==> src/rtl/seg7_bus_receiver_pkg.sv <==
// Shared types and tables for the 7-segment bus receiver.
// The segment table is active-low, bit order {g,f,e,d,c,b,a}.
package seg7_pkg;

  typedef logic [6:0] seg7_t;

  typedef enum logic [1:0] {
    IDLE  = 2'd0,
    TRACK = 2'd1,
    DONE  = 2'd2
  } rx_state_t;

  localparam seg7_t SEG7_CODES [16] = '{
    7'h40, 7'h79, 7'h24, 7'h30, 7'h19, 7'h12, 7'h02, 7'h78,
    7'h00, 7'h10, 7'h08, 7'h03, 7'h46, 7'h21, 7'h06, 7'h0E
  };

  localparam logic [7:0] EN_IDLE = 8'hFF;

  // True when exactly one enable bit is low.
  function automatic logic en_one_hot_low(input logic [7:0] en);
    logic [7:0] act;
    act = ~en;
    return (act != 8'h00) && ((act & (act - 8'h01)) == 8'h00);
  endfunction

  // Position of the lowest low enable bit; only meaningful when one-hot-low.
  function automatic logic [2:0] en_index(input logic [7:0] en);
    logic [2:0] idx;
    idx = 3'd0;
    for (int i = 7; i >= 0; i--) begin
      if (!en[i]) idx = 3'(i);
    end
    return idx;
  endfunction

endpackage

==> src/rtl/seg7_bus_receiver_if.sv <==
// Multiplexed display bus: segments, digit enables and decimal point, all active-low.
interface seg7_bus_receiver_if;
  import seg7_pkg::*;

  seg7_t      seven_seg;
  logic [7:0] en;
  logic       dp;

  modport master (output seven_seg, output en, output dp);
  modport slave  (input  seven_seg, input  en, input  dp);
endinterface

==> src/rtl/seg7_bus_receiver_seg7_to_hex.sv <==
// Segment-pattern to hex decoder; inverse of the hex-to-segment display table.
module seg7_to_hex
  import seg7_pkg::*;
(
  input  seg7_t      seg,
  output logic [3:0] hex,
  output logic       legal
);

  always_comb begin
    hex   = 4'h0;
    legal = 1'b0;
    for (int i = 0; i < 16; i++) begin
      if (seg == SEG7_CODES[i]) begin
        hex   = 4'(i);
        legal = 1'b1;
      end
    end
  end

endmodule

==> src/rtl/seg7_bus_receiver.sv <==
// Receive side of the multiplexed 7-segment bus: synchronize, qualify each
// digit slot as stable, decode it and keep an 8-digit image of the display.
module seg7_bus_receiver
  import seg7_pkg::*;
#(
  parameter int STABLE_CYCLES = 4,
  parameter int SYNC_STAGES   = 2
) (
  input  logic                clk,
  input  logic                rst,
  seg7_bus_receiver_if.slave  bus,
  output logic [31:0]         digits,
  output logic [7:0]          dp_img,
  output logic [7:0]          digit_valid,
  output logic                new_digit,
  output logic [2:0]          new_idx,
  output logic                frame_done,
  output logic                pat_err,
  output logic                en_err
);

  localparam int WORD_W = 16;
  localparam int CNT_W  = $clog2(STABLE_CYCLES);
  localparam logic [CNT_W-1:0] CNT_LAST = CNT_W'(STABLE_CYCLES - 1);

  // Synchronizer: idle bus is all ones so it resets that way.
  logic [WORD_W-1:0] sync_d [SYNC_STAGES];
  logic [WORD_W-1:0] sync_q [SYNC_STAGES];
  logic [WORD_W-1:0] prev_d, prev_q;
  logic [WORD_W-1:0] s_word;
  logic [7:0]        s_en;
  seg7_t             s_seg;
  logic              s_dp;
  logic              changed;

  always_comb begin
    sync_d[0] = {bus.en, bus.seven_seg, bus.dp};
    for (int i = 1; i < SYNC_STAGES; i++) begin
      sync_d[i] = sync_q[i-1];
    end
  end

  always_ff @(posedge clk) begin
    if (rst) begin
      for (int i = 0; i < SYNC_STAGES; i++) sync_q[i] <= '1;
      prev_q <= '1;
    end else begin
      for (int i = 0; i < SYNC_STAGES; i++) sync_q[i] <= sync_d[i];
      prev_q <= prev_d;
    end
  end

  assign s_word  = sync_q[SYNC_STAGES-1];
  assign prev_d  = s_word;
  assign s_en    = s_word[15:8];
  assign s_seg   = s_word[7:1];
  assign s_dp    = s_word[0];
  assign changed = (s_word != prev_q);

  logic [3:0] dec_hex;
  logic       dec_legal;

  seg7_to_hex u_dec (
    .seg   (s_seg),
    .hex   (dec_hex),
    .legal (dec_legal)
  );

  // Slot tracking FSM.
  rx_state_t        state_d, state_q;
  logic [CNT_W-1:0] cnt_d, cnt_q;

  always_ff @(posedge clk) begin
    if (rst) begin
      state_q <= IDLE;
      cnt_q   <= '0;
    end else begin
      state_q <= state_d;
      cnt_q   <= cnt_d;
    end
  end

  always_comb begin
    state_d = state_q;
    cnt_d   = cnt_q;
    case (state_q)
      IDLE: begin
        cnt_d = '0;
        if (s_en != EN_IDLE) state_d = TRACK;
      end
      TRACK: begin
        if (changed) begin
          cnt_d = '0;
          if (s_en == EN_IDLE) state_d = IDLE;
        end else if (cnt_q == CNT_LAST) begin
          state_d = DONE;
        end else begin
          cnt_d = cnt_q + CNT_W'(1);
        end
      end
      DONE: begin
        if (changed) begin
          cnt_d   = '0;
          state_d = (s_en == EN_IDLE) ? IDLE : TRACK;
        end
      end
      default: begin
        cnt_d   = '0;
        state_d = IDLE;
      end
    endcase
  end

  // Evaluation and the registered result image.
  logic        eval;
  logic        en_ok;
  logic [2:0]  idx;
  logic [31:0] digits_d, digits_q;
  logic [7:0]  dp_img_d, dp_img_q;
  logic [7:0]  valid_d, valid_q;
  logic [7:0]  mask_d, mask_q;
  logic [7:0]  mask_next;
  logic        new_digit_d, new_digit_q;
  logic [2:0]  new_idx_d, new_idx_q;
  logic        frame_done_d, frame_done_q;
  logic        pat_err_d, pat_err_q;
  logic        en_err_d, en_err_q;

  assign en_ok = en_one_hot_low(s_en);
  assign idx   = en_index(s_en);

  always_comb begin
    eval         = (state_q == TRACK) && !changed && (cnt_q == CNT_LAST);
    digits_d     = digits_q;
    dp_img_d     = dp_img_q;
    valid_d      = valid_q;
    mask_d       = mask_q;
    mask_next    = mask_q;
    new_digit_d  = 1'b0;
    new_idx_d    = new_idx_q;
    frame_done_d = 1'b0;
    pat_err_d    = 1'b0;
    en_err_d     = 1'b0;
    if (eval) begin
      if (!en_ok) begin
        en_err_d = 1'b1;
      end else if (!dec_legal) begin
        pat_err_d = 1'b1;
      end else begin
        digits_d[{idx, 2'b00} +: 4] = dec_hex;
        dp_img_d[idx]  = ~s_dp;
        valid_d[idx]   = 1'b1;
        new_digit_d    = 1'b1;
        new_idx_d      = idx;
        mask_next[idx] = 1'b1;
        // A completed frame restarts the mask in the same cycle it pulses.
        if (mask_next == 8'hFF) begin
          frame_done_d = 1'b1;
          mask_d       = 8'h00;
        end else begin
          mask_d = mask_next;
        end
      end
    end
  end

  always_ff @(posedge clk) begin
    if (rst) begin
      digits_q     <= '0;
      dp_img_q     <= '0;
      valid_q      <= '0;
      mask_q       <= '0;
      new_digit_q  <= 1'b0;
      new_idx_q    <= '0;
      frame_done_q <= 1'b0;
      pat_err_q    <= 1'b0;
      en_err_q     <= 1'b0;
    end else begin
      digits_q     <= digits_d;
      dp_img_q     <= dp_img_d;
      valid_q      <= valid_d;
      mask_q       <= mask_d;
      new_digit_q  <= new_digit_d;
      new_idx_q    <= new_idx_d;
      frame_done_q <= frame_done_d;
      pat_err_q    <= pat_err_d;
      en_err_q     <= en_err_d;
    end
  end

  assign digits      = digits_q;
  assign dp_img      = dp_img_q;
  assign digit_valid = valid_q;
  assign new_digit   = new_digit_q;
  assign new_idx     = new_idx_q;
  assign frame_done  = frame_done_q;
  assign pat_err     = pat_err_q;
  assign en_err      = en_err_q;

endmodule

==> src/flat_wrapper.sv <==
// flat-port wrapper written by rule: the top's interface ports become plain ports
module seg7_bus_receiver_flat import seg7_pkg::*;
#(
  parameter int STABLE_CYCLES = 4,
  parameter int SYNC_STAGES   = 2
)
  (clk, rst, digits, dp_img, digit_valid, new_digit, new_idx, frame_done, pat_err, en_err, bus_seven_seg, bus_en, bus_dp);
  seg7_bus_receiver_if bus_i ();
  input  logic clk;
  input  logic rst;
  output logic [31:0] digits;
  output logic [7:0] dp_img;
  output logic [7:0] digit_valid;
  output logic new_digit;
  output logic [2:0] new_idx;
  output logic frame_done;
  output logic pat_err;
  output logic en_err;
  input wire logic [$bits(bus_i.seven_seg)-1:0] bus_seven_seg;
  input wire logic [$bits(bus_i.en)-1:0] bus_en;
  input wire logic [$bits(bus_i.dp)-1:0] bus_dp;
  assign bus_i.seven_seg = bus_seven_seg;
  assign bus_i.en = bus_en;
  assign bus_i.dp = bus_dp;
  seg7_bus_receiver #(.STABLE_CYCLES(STABLE_CYCLES), .SYNC_STAGES(SYNC_STAGES)) u_core (.clk(clk), .rst(rst), .bus(bus_i), .digits(digits), .dp_img(dp_img), .digit_valid(digit_valid), .new_digit(new_digit), .new_idx(new_idx), .frame_done(frame_done), .pat_err(pat_err), .en_err(en_err));
endmodule
==> config.mk <==
export PLATFORM = sky130hd
export DESIGN_NAME = seg7_bus_receiver_flat
export DESIGN_NICKNAME = d
export VERILOG_FILES = /design/src/rtl/seg7_bus_receiver_pkg.sv /design/src/rtl/seg7_bus_receiver_if.sv /design/src/rtl/seg7_bus_receiver_seg7_to_hex.sv /design/src/rtl/seg7_bus_receiver.sv /design/src/flat_wrapper.sv
export SDC_FILE = /design/constraint.sdc
export NUM_CORES = 1
export LEC_CHECK = 0
export ABC_AREA = 1
export BUFFER_PORTS_ARGS = -buffer_cell sky130_fd_sc_hd__buf_2
export CORE_ASPECT_RATIO = 0.5
export CORE_MARGIN = 2
export CORE_UTILIZATION = 45
export DETAILED_ROUTE_END_ITERATION = 7
export PLACE_DENSITY = 0.71
export SYNTH_ARGS = -nofsm -noshare
export SYNTH_HDL_FRONTEND = slang
export SYNTH_SLANG_ARGS = --single-unit
==> constraint.sdc <==
create_clock -name clk -period 4.37 [get_ports clk]
set_clock_uncertainty 0.1 [all_clocks]
set_input_delay 0.6555 -clock clk [delete_from_list [all_inputs] [get_ports clk]]
set_output_delay 0.6555 -clock clk [all_outputs]
set_load 0.02 [all_outputs]
Word level (Yosys, flattened, before mapping)
Memory sizes are Yosys's and may differ from the RTL's.
Cells that the tools add are included.
{"block": "word_totals", "regBits": 83, "ram_bits": 32, "in_bits": 18, "out_inout_bits": 55, "elab_cells": 136, "n_memories": 1}
{"block": "classes", "add_sub_neg": 3, "order_cmp": 2, "eq_ne": 27, "shifts": 2, "mux": 64, "bitwise": 10, "reduce_logical": 15}
{"name": "u_core.sync_q", "depth": 2, "width": 16, "read_ports": 2, "rd_ports_with_merged_regs": 0, "write_ports": 2, "line_no": "seg7_bus_receiver.sv:28", "rtl": "logic [WORD_W-1:0] sync_q [SYNC_STAGES];"}
{"operator": "two-way mux 4 bit", "n": 14}
{"operator": "bitwise mux 32 bit", "n": 1}
{"operator": "two-way mux 16 bit", "n": 2}
{"operator": "variable shift 4 x 7 -> 32 bit, first input constant", "n": 1}
{"operator": "indexed part select 4 x 7 -> 32 bit", "n": 1}
{"operator": "== test 7 bit, second input constant", "n": 4}
{"operator": "two-way mux 1 bit", "n": 26}
{"operator": "two-way mux 3 bit", "n": 8}
{"operator": "== test 7 x 5 -> 1 bit, second input constant", "n": 3}
{"operator": "== test 7 x 6 -> 1 bit, second input constant", "n": 3}
{"operator": "== test 8 bit, second input constant", "n": 2}
{"operator": "two-way mux 2 bit", "n": 8}
{"operator": "inequality test 16 bit", "n": 1}
{"operator": "OR 8 bit", "n": 2}
{"operator": "== test 7 x 2 -> 1 bit, second input constant", "n": 2}
{"operator": "== test 7 x 4 -> 1 bit, second input constant", "n": 2}
{"operator": "AND 8 bit", "n": 1}
{"operator": "bitwise mux 8 bit", "n": 1}
{"operator": "logical NOT 8 bit", "n": 1}
{"operator": "two-way mux 8 bit", "n": 1}
{"operator": "inequality test 8 bit, second input constant", "n": 1}
{"operator": "NOT 8 bit", "n": 1}
{"operator": "nonzero test 8 bit", "n": 1}
{"operator": "subtractor 8 x 1 -> 8 bit, second input constant", "n": 1}
{"operator": "other kinds (26)", "n": 35}

Depth between registers and ports, before layout
Gate-level depths: netlist of run 1.
An unclocked memory read counts as a cell.
{"block": "depth", "word_depth": 20, "mapped_depth": 17, "ltp_nobuf": 15}

Cells and area by module
A second synthesis of run 1 with hierarchy kept.
{"block": "hier_totals", "hier_cells": 768, "hier_area_um2": 5225.0}
{"module": "seg7_bus_receiver", "n_inst": 1, "cells_each": 706, "area_per_inst_um2": 4948.5}
{"module": "seg7_to_hex", "n_inst": 1, "cells_each": 62, "area_per_inst_um2": 276.5}

Least setup slack after synthesis of run 1
OpenSTA, ideal clock, no wires.
{"block": "synth_timing", "kind": "register -> register", "start": "mem u_core.sync_q[1][15], in the netlist u_core.sync_q[0][31]", "end": "reg u_core.digits_q[2], in the netlist u_core.digits[2]", "setup_ns": 0.070, "arrival_ns": 2.405, "setup_slack_ns": 1.795, "stages_incl_launch_ff": 18, "path_cell_list": "dfxtp_1 > inv_2 > nand2_1 > nand2_1 > nand2_1 > nand2_1 > a21oi_2 > buf_2 > ha_1 > ha_1 > inv_1 > clkbuf_1 > nand4_1 > nor2_1 > inv_1 > nor2_2 > nand2_1 > a21oi_1"}
{"element": "start, declared", "line_no": "seg7_bus_receiver.sv:28"}
{"element": "end signal, assigned", "line_no": "seg7_bus_receiver.sv:179", "rtl": "digits_q <= digits_d;"}
{"element": "end, declared", "line_no": "seg7_bus_receiver.sv:118", "rtl": "logic [31:0] digits_d, digits_q;"}

==> flow_summary.json, run 1 <==
{
  "drt_first_pass_iters": 5,
  "synth_fp_nets": 778,
  "grt_pass1_wl_um": 19700,
  "antenna_found_initial": 0,
  "crit_path_end_kind": "register",
  "netlist_area_um2": 5220,
  "top_layer": "met4",
  "crit_type": "reg2reg",
  "vdd_drop_max_v": 0.000250,
  "cts_tree": "built",
  "syn_inst": 754,
  "die-height_um": 80.1,
  "rows": 27,
  "setup_viol": 0,
  "synth_cell_types": 31,
  "critPathLaunchType": "register",
  "worst_pin_slew_ps": 862,
  "cts_hold_buf": 0,
  "pin_count": 73,
  "whs_path_depth": 1,
  "die_area_um2": 12500,
  "initial_utilization_pct": 46.8,
  "post-synth-top-count-cell": "nand2_1",
  "ys_seq_area_share_pct": 44.1,
  "vias_per_cell": 4.73,
  "area.growth.synth_to_final_pct": 18.9,
  "synth_area_leader_cell": "dfxtp_1",
  "synthFlopType": "dfxtp_1",
  "hp-class": "reg2reg",
  "ant_nets": 0,
  "ff2ff_path_depth": 12,
  "track_usage_pct": 20.2,
  "p_per_area_nw_per_um2": 415,
  "dp_hpwl_um": 8600,
  "fillers": 1057,
  "slew_headroom_pct": 42.2,
  "maxSlewViolCount": 0,
  "critical_path_depth": 12,
  "max_cap_viol_count": 0,
  "cts_resized": 0,
  "avgSynthCellArea_um2": 6.92,
  "wl_met2_um": 5020,
  "path_buf_inv": 3,
  "synthArstFlopShare_pct": 0,
  "grt_max_degree": 72,
  "setup_tns_ps": 0,
  "rsz0062_at_grt": "no",
  "grt_pass1_vias": 4137,
  "synth_common_cells": "nand2_1, nor2_1, dfxtp_1",
  "synth_seq_cells": 115,
  "hold_viol_final": 0,
  "cts.sinks": 115,
  "drive_above_1_share_pct": 20.5,
  "synth_top_cells_by_area": "dfxtp_1, nand2_1, nor2_1, inv_1, or2_2",
  "drc": 0,
  "synth_top_area_share_pct": 44.1,
  "post-cts-setup-buffer-count": 0,
  "n_antenna_cell": 0,
  "clk_pin_slew_ps": 60,
  "ys_warn_count": 0,
  "vias": 4661,
  "power.total_uw": 2570,
  "drt-initial-drc-count": 456,
  "critPathMaxStageDelay_ps": 470,
  "period_minus_slack_ps": 3070,
  "path_max_fanout": 15,
  "io_buffers": 72,
  "route.met3.wl_um": 727,
  "fmax_mhz": 326,
  "outcome": "finished clean",
  "root_buffer": "clkbuf_16",
  "grt_overflow": 0,
  "clk_path_buf_depth": 2,
  "place.gp.congestion": 0.924,
  "routedWlPerCell_um": 12.4,
  "cp_slowest_cell": "ha_1",
  "crit_family": "simple AND/OR/NAND/NOR gates",
  "leakage_uw": 0.00316,
  "die_x_um": 156,
  "period_share_pct": 70.2,
  "totalWireLength_um": 12200,
  "cts_inserted_buffers": 17,
  "htree_levels": 4,
  "m1WireLength_um": 6230,
  "worstPathArrival_ps": 3280,
  "core-area_um2": 11100,
  "fin_nets": 851,
  "cp.required_ps": 4580,
  "path_cells": "inv_1 > nor2_1 > a21oi_2 > buf_4 > ha_1 > ha_1 > inv_1 > nand2_1 > nor2_1 > nand3_1 > a21oi_1 > nor2_1",
  "clock_latency_ps": 420,
  "synth_edf_count": 0,
  "crit_top_cell": "nor2_1"
}
==> through the flow <==
step           util (%)  hold slack (ps)  instances  cell area [um2]  worst slack [ps]
2_1_floorplan         -              289        754             5220              1790
3_3_place_gp       50.8              292        953             5660              1480
3_5_place_dp       50.8              293        953             5660              1370
4_1_cts            55.6              308        985             6200              1330
5_1_grt            55.6              312        985             6200              1030
6_report           55.6              307        985             6200              1300
==> worst reg2reg max path, cell delays in order, from the launching register on <==
cell     delay [ps]
dfxtp_1         380
inv_1           100
nor2_1          330
a21oi_2          40
buf_4           210
ha_1            210
ha_1            470
inv_1           380
nand2_1          90
nor2_1          160
nand3_1         230
a21oi_1         210
nor2_1           50
==> sequential cells by signal (all words and copies together), names as in the netlist <==
| name | flops |
|---|---|
| u_core.cnt_q | 2 |
| u_core.digit_valid | 8 |
| u_core.digits | 32 |
| u_core.dp_img | 8 |
| u_core.en_err | 1 |
| u_core.frame_done | 1 |
| u_core.mask_q | 8 |
| u_core.new_digit | 1 |
| u_core.new_idx | 3 |
| u_core.pat_err | 1 |
| u_core.prev_q | 16 |
| u_core.state_q | 2 |
| u_core.sync_q | 32 |
==> power breakdown <==
| part | switching (uW) | internal, uW | total, uW |
|---|---|---|---|
| clock network | 507 | 775 | 1280 |
| registers | 11.6 | 1070 | 1080 |
| logic | 151 | 57.3 | 209 |
| total | 670 | 1900 | 2570 |
==> cell usage in the layout (no fill, tap or decap), drive strengths merged <==
master	netlist	routed
clkbuf	12	18
nand2	222	222
o21ai	16	16
nor3	16	16
dfxtp	115	115
a311oi	1	1
nand3	30	30
ha	6	6
nor2	129	129
clkinv	1	9
o211ai	1	1
a21oi	40	40
inv	102	104
nor4	1	1
nand3b	1	1
or2	32	32
clkinvlp	0	3
buf	9	75
nand4	19	19
xor2	1	1
bufinv	0	1
==> cell families after synthesis <==
family / Yosys count / synth area share [%]
AO/OA/AOI/OAI: 58 / 6.40
XOR/XNOR: 1 / 0.168
adder cells (fa/ha/maj): 6 / 1.44
buffers and inverters: 124 / 9.74
flip-flops: 115 / 44.1
AND/OR/NAND/NOR: 450 / 38.1
==> worst paths after layout <==
path	from	to	slack (ps)
setup / recovery	u_core.sync_q[0][24]	u_core.digits[31]	1300
hold reg to reg	u_core.sync_q[0][1]	u_core.sync_q[0][17]	310
hold / removal	u_core.sync_q[0][1]	u_core.sync_q[0][17]	310
setup reg to reg	u_core.sync_q[0][24]	u_core.digits[31]	1300
==> final cells by class <==
| cell class | instances | area (um2) | share of cell area [%] |
|---|---|---|---|
| Inverter | 103 | 387 | 6.23 |
| Timing Repair Buffer | 75 | 383 | 6.17 |
| Multi-Input combinational cell | 515 | 2410 | 38.8 |
| Sequential cell | 115 | 2300 | 37.1 |
| Tap cell | 145 | 181 | 2.93 |
| Clock buffer | 18 | 429 | 6.92 |
| Clock inverter | 14 | 114 | 1.84 |
==> layer usage <==
layer | global-route usage, % | up-vias
met1 | 28.0 | 2054
met3 | 5.07 | 18
met5 | 0 | -
met2 | 30.3 | 122
li1 | - | 2467
met4 | 8.17 | 0
Note: power is estimated with default switching activity, not from simulation.
==> run 2: changes to the inputs <==
==> constraint.sdc (replaced) <==
create_clock -name clk -period 3 [get_ports clk]
set_clock_uncertainty 0.1 [all_clocks]
set_input_delay 0.45 -clock clk [delete_from_list [all_inputs] [get_ports clk]]
set_output_delay 0.45 -clock clk [all_outputs]
set_load 0.02 [all_outputs]
==> run 2 against run 1 <==
Critical path depth grew 2. Clock power grew 55%. Core utilization grew 0.65 points. Power grew 50%. Largest cell class unchanged. Design area grew 1.2%. Sequential power grew 45%. Die area is the same. Sequential cell count is the same. Sequential share of layout area shrank 0.43 points. Combinational power grew 51%.
==> flow_summary.json, run 2 (synthesis results as in run 1) <==
{
  "crit_path_end_kind": "register",
  "fmax_mhz": 357,
  "leakage_uw": 0.00320,
  "die_area_um2": 12500,
  "crit_top_cell": "nand2_1",
  "vias_per_cell": 4.83,
  "fin_area_um2": 6270,
  "die-height_um": 80.1,
  "dp_cells": 958,
  "post-cts-setup-buffer-count": 0,
  "period_minus_slack_ps": 2800,
  "hold_viol_final": 0,
  "critPathMaxStageDelay_ps": 390,
  "grt_pass1_wl_um": 19500,
  "drt-initial-drc-count": 401,
  "setup_viol": 0,
  "cts_resized": 0,
  "rr_startpoint": "u_core.sync_q[0][28]",
  "ant_nets": 0,
  "rsz0062_at_grt": "no",
  "wl_met2_um": 4960,
  "crit_type": "reg2reg",
  "die_x_um": 156,
  "worstPathArrival_ps": 3030,
  "route.met3.wl_um": 841,
  "grt_pass1_vias": 4103,
  "rows": 27,
  "io_buffers": 72,
  "setup_tns_ps": 0,
  "totalWireLength_um": 12000,
  "worst_pin_slew_ps": 635,
  "r2r_slack_ps": 200,
  "stdcell_count": 987,
  "final_common_cell": "nand2_1",
  "period_share_pct": 93.3,
  "max_cap_viol_count": 0,
  "final_core_util_pct": 56.3,
  "grt_overflow": 0,
  "top_layer": "met4",
  "n_antenna_cell": 0,
  "maxSlewViolCount": 0,
  "cts_inserted_buffers": 17,
  "core-area_um2": 11100,
  "clock_latency_ps": 410,
  "drt_first_pass_iters": 5,
  "whs_endpoint": "u_core.sync_q[0][14]",
  "hp-class": "in2reg",
  "drc": 0,
  "whs_path_depth": 2,
  "path_cells": "nand2_1 > inv_2 > nand2_1 > a21oi_4 > inv_1 > ha_1 > ha_1 > inv_1 > nand3_1 > nor3_1 > nand2_2 > nand2_1 > nand2_1 > nor2_1",
  "cts.sinks": 115,
  "drive_above_1_share_pct": 20.4,
  "area.growth.synth_to_final_pct": 20.3,
  "antenna_found_initial": 0,
  "cp.required_ps": 3230,
  "place.gp.congestion": 0.904,
  "cts_hold_buf": 0,
  "critPathLaunchType": "register",
  "track_usage_pct": 20.0,
  "clk_pin_slew_ps": 50,
  "htree_levels": 4,
  "outcome": "finished clean",
  "slew_headroom_pct": 57.7,
  "fin_nets": 856,
  "p_per_area_nw_per_um2": 616,
  "hp-start": "bus_en[6]",
  "vdd_drop_max_v": 0.000383,
  "dpl-instance-area_um2": 5700,
  "pin_count": 73,
  "clk_path_buf_depth": 2,
  "cp_slowest_cell": "nor3_1",
  "path_max_fanout": 8,
  "vias": 4764,
  "root_buffer": "clkbuf_16",
  "rr_endpoint": "u_core.digits[17]",
  "routedWlPerCell_um": 12.1,
  "initial_utilization_pct": 46.8,
  "cts_tree": "built",
  "ff2ff_path_depth": 14,
  "m1WireLength_um": 6050,
  "dp_hpwl_um": 8370,
  "power.total_uw": 3870,
  "layout_common_cells": "nand2_1, nor2_1, dfxtp_1",
  "grt_max_degree": 72
}
run 2: changes by cell type in the layout (fill, tap and decap cells not counted), sizes merged:
cell	change
clkinvlp	-2
buf	+5
clkinv	-7
bufinv	+1
clkbuf	+7
inv	-2
run 2: metal layers:
layer / GRT usage (%) / up-vias
li1: - / 2480
met1: 27.6 / 2114
met2: 30.2 / 156
met3: 6.15 / 14
met4: 5.50 / 0
met5: 0 / -
run 2: final cells by class:
type,count,area [um2]
Sequential cell,115,2300
Tap cell,145,181
Clock buffer,25,505
Fill cell,1041,4870
Clock inverter,4,72.6
Timing Repair Buffer,80,420
Multi-Input combinational cell,515,2410
Inverter,103,387
run 2: worst max path at each step:
stage                               from                end  slack [ps]  cells past startpoint
global placement    u_core.sync_q[0][28]  u_core.digits[31]         380                     13
CTS                 u_core.sync_q[0][28]  u_core.digits[31]         250                     13
floorplan           u_core.sync_q[0][31]   u_core.digits[2]         420                     17
finish              u_core.sync_q[0][28]  u_core.digits[17]         200                     14
global route        u_core.sync_q[0][28]  u_core.digits[21]           4                     14
detailed placement  u_core.sync_q[0][28]  u_core.digits[31]         290                     13
run 2: where the power goes:
group	switching (uW)	total [uW]	internal (uW)	leakage [uW]
Sequential	15.4	1570	1560	0.000936
Combinational	227	316	88.7	0.00198
Clock	662	1980	1320	0.000281
run 2: worst max-delay path: cells and delay by family, from the launching register on:
kind,cells,cell delay (ps)
AND/OR/NAND/NOR,8,1080
buffers and inverters,3,510
adder cells (fa/ha/maj),2,470
flip-flops,1,380
AO/OA/AOI/OAI,1,180
run 2: stage by stage:
stage	hold slack, ps	worst slack, ps
after global routing	110	4.02
after global placement	294	379
after detailed placement	293	286
after floorplan	289	425
after CTS	110	249
final	124	200
==> run 3: changes to the inputs <==
--- a/config.mk
+++ b/config.mk
@@ -5,8 +5,7 @@
 export SDC_FILE = /design/constraint.sdc
 export NUM_CORES = 1
 export LEC_CHECK = 0
-export ABC_AREA = 1
-export BUFFER_PORTS_ARGS = -buffer_cell sky130_fd_sc_hd__buf_2
+export BUFFER_PORTS_ARGS = -buffer_cell sky130_fd_sc_hd__buf_4
 export CORE_ASPECT_RATIO = 0.5
 export CORE_MARGIN = 2
 export CORE_UTILIZATION = 45
==> run 3 against run 2 <==
Core utilization increased by 2.1 points. Area after synthesis fell by 4.1%. Via count down 17%. Non-clock buffer count increased by 11. Sequential power about the same. Largest cell class unchanged. Synthesized cell count shrank 29%. Worst hold slack got worse by 2.6 ps. Critical path type unchanged. Cell count fell by 22%.
==> flow_summary.json, run 3 <==
{
  "routedWlPerCell_um": 14.5,
  "clk_path_buf_depth": 2,
  "crit_path_end_kind": "register",
  "period_minus_slack_ps": 2780,
  "maxSlewViolCount": 0,
  "crit_top_cell": "ha_1",
  "synth_seq_cells": 115,
  "synth_fp_nets": 559,
  "antenna_found_initial": 0,
  "fillers": 972,
  "area.growth.synth_to_final_pct": 27.4,
  "grt_max_degree": 55,
  "vias_per_cell": 5.11,
  "slew_headroom_pct": 41.3,
  "cts_inserted_buffers": 17,
  "stdcell_count": 770,
  "worst_pin_slew_ps": 878,
  "track_usage_pct": 19.3,
  "wl_met2_um": 4880,
  "leakage_uw": 0.00259,
  "clk_pin_slew_ps": 60,
  "route.met3.wl_um": 604,
  "dp_cells": 738,
  "ys_warn_count": 0,
  "dp_hpwl_um": 7820,
  "syn_inst": 535,
  "setup_viol": 0,
  "vdd_drop_max_v": 0.000471,
  "hp-class": "in2reg",
  "synthArstFlopShare_pct": 0,
  "cp.required_ps": 3240,
  "fmax_mhz": 360,
  "dp_slack_ps": 162,
  "setup_ws_ps": 219,
  "grt_pass1_wl_um": 18500,
  "synth_cell_types": 64,
  "io_buffers": 72,
  "die-height_um": 78.6,
  "crit_type": "reg2reg",
  "rr_startpoint": "u_core.sync_q[0][31]",
  "synth_edf_count": 0,
  "die_x_um": 153,
  "core-area_um2": 10900,
  "top_layer": "met4",
  "synth_top_area_share_pct": 46.0,
  "drive_above_1_share_pct": 30.7,
  "grt_pass1_vias": 3649,
  "netlist_area_um2": 5000,
  "synth_area_leader_cell": "dfxtp_1",
  "n_antenna_cell": 0,
  "post-cts-setup-buffer-count": 0,
  "fin_nets": 636,
  "rows": 27,
  "pin_count": 73,
  "hold_viol_final": 0,
  "cp_slowest_cell": "or3b_1",
  "path_max_fanout": 7,
  "initial_utilization_pct": 45.8,
  "layout_common_cells": "dfxtp_1, buf_4, or2_2",
  "ant_nets": 0,
  "grt_overflow": 0,
  "post-synth-top-count-cell": "dfxtp_1",
  "drc": 0,
  "vias": 3935,
  "m1WireLength_um": 5560,
  "holdWs_ps": 121,
  "die_area_um2": 12000,
  "totalWireLength_um": 11200,
  "critPathMaxStageDelay_ps": 400,
  "p_per_area_nw_per_um2": 631,
  "drt_first_pass_iters": 4,
  "htree_levels": 4,
  "startpoint": "u_core.sync_q[0][31]",
  "cts.sinks": 115,
  "worstPathArrival_ps": 3020,
  "synthFlopType": "dfxtp_1",
  "place.gp.congestion": 0.862,
  "final_common_cell": "dfxtp_1",
  "period_share_pct": 92.7,
  "rsz0062_at_grt": "no",
  "ys_seq_area_share_pct": 46.0,
  "drt-initial-drc-count": 266,
  "root_buffer": "clkbuf_16",
  "max_cap_viol_count": 0,
  "hp-start": "bus_dp",
  "cts_tree": "built",
  "path_cells": "nor2b_1 > o221a_2 > o21ai_4 > ha_1 > ha_1 > or3b_1 > or3_4 > a311o_1 > a21oi_1",
  "setup_tns_ps": 0,
  "avgSynthCellArea_um2": 9.35,
  "outcome": "finished clean",
  "clock_latency_ps": 410,
  "synth_top_cells_by_area": "dfxtp_1, mux2i_1, or2_2, nand2b_1, xor2_1",
  "synth_common_cells": "dfxtp_1, or2_2, nand2_1",
  "critPathLaunchType": "register"
}
==> run 3: cell count changes after synthesis, moves of 10 or more <==
cell,previous run,this run
nand2_1,219,35
or2_2,32,49
xor2_1,1,17
nand2b_1,0,33
mux2i_1,0,32
nor2_1,121,19
inv_1,92,21
o21ai_1,1,11
==> run 3: kinds of logic after synthesis <==
family | after synthesis | synth area share [%]
AND/OR/NAND/NOR | 225 | 26.9
flip-flops | 115 | 46.0
AO/OA/AOI/OAI | 81 | 10.5
buffers and inverters | 55 | 4.83
multiplexers | 33 | 6.63
XOR/XNOR | 18 | 3.15
adder cells (fa/ha/maj) | 8 | 1.90
==> run 3: power by group <==
part           switching (uW)  internal, uW
clock network             713          1460
registers                27.4          1560
logic                     150           118
==> run 3: layout make-up <==
| class | count | area [um2] | share of cell area (%) |
|---|---|---|---|
| clock buffer | 20 | 467 | 7.32 |
| clock inverter | 12 | 179 | 2.81 |
| inverter | 22 | 82.6 | 1.30 |
| multi-input combinational | 365 | 2460 | 38.7 |
| sequential | 115 | 2300 | 36.2 |
| tap | 145 | 181 | 2.85 |
| timing repair buffer | 91 | 696 | 10.9 |
==> run 3: layer usage <==
metal	up-vias	track usage (%)
met4	0	5.83
met1	1841	26.9
met5	-	0
met3	7	5.96
li1	2004	-
met2	83	28.5
==> run 3: through the flow <==
step / util, % / total power, uW / cell area [um2]
after global placement: 52.4 / 1880 / 5720
after detailed placement: 52.4 / 1880 / 5720
after CTS: 58.3 / 4050 / 6370
after global routing: 58.4 / 4160 / 6370
final: 58.4 / 4020 / 6370
after floorplan: - / 1800 / 5000
==> run 3: what timing repair did <==
| item | CTS | global route |
|---|---|---|
| gates resized for setup | 0 | 4 |
| hold buffers | 0 | 0 |
| endpoints found under the setup margin | 0 | 3 |
==> run 3: worst paths after layout <==
check | slack [ps] | to | cells after the start
worst max register to register | 220 | u_core.digits[2] | 9
worst max-delay path | 220 | u_core.digits[2] | 9
worst min-delay path | 120 | u_core.sync_q[0][0] | 2
worst min register to register | 300 | u_core.sync_q[0][26] | 1
==> run 3: worst max-delay path, delay by kind of cell, from the launching register on <==
kind            cells  cell delay, ps
simple gates        3             960
compound gates      4             820
fa+ha+maj           2             470
flops               1             360
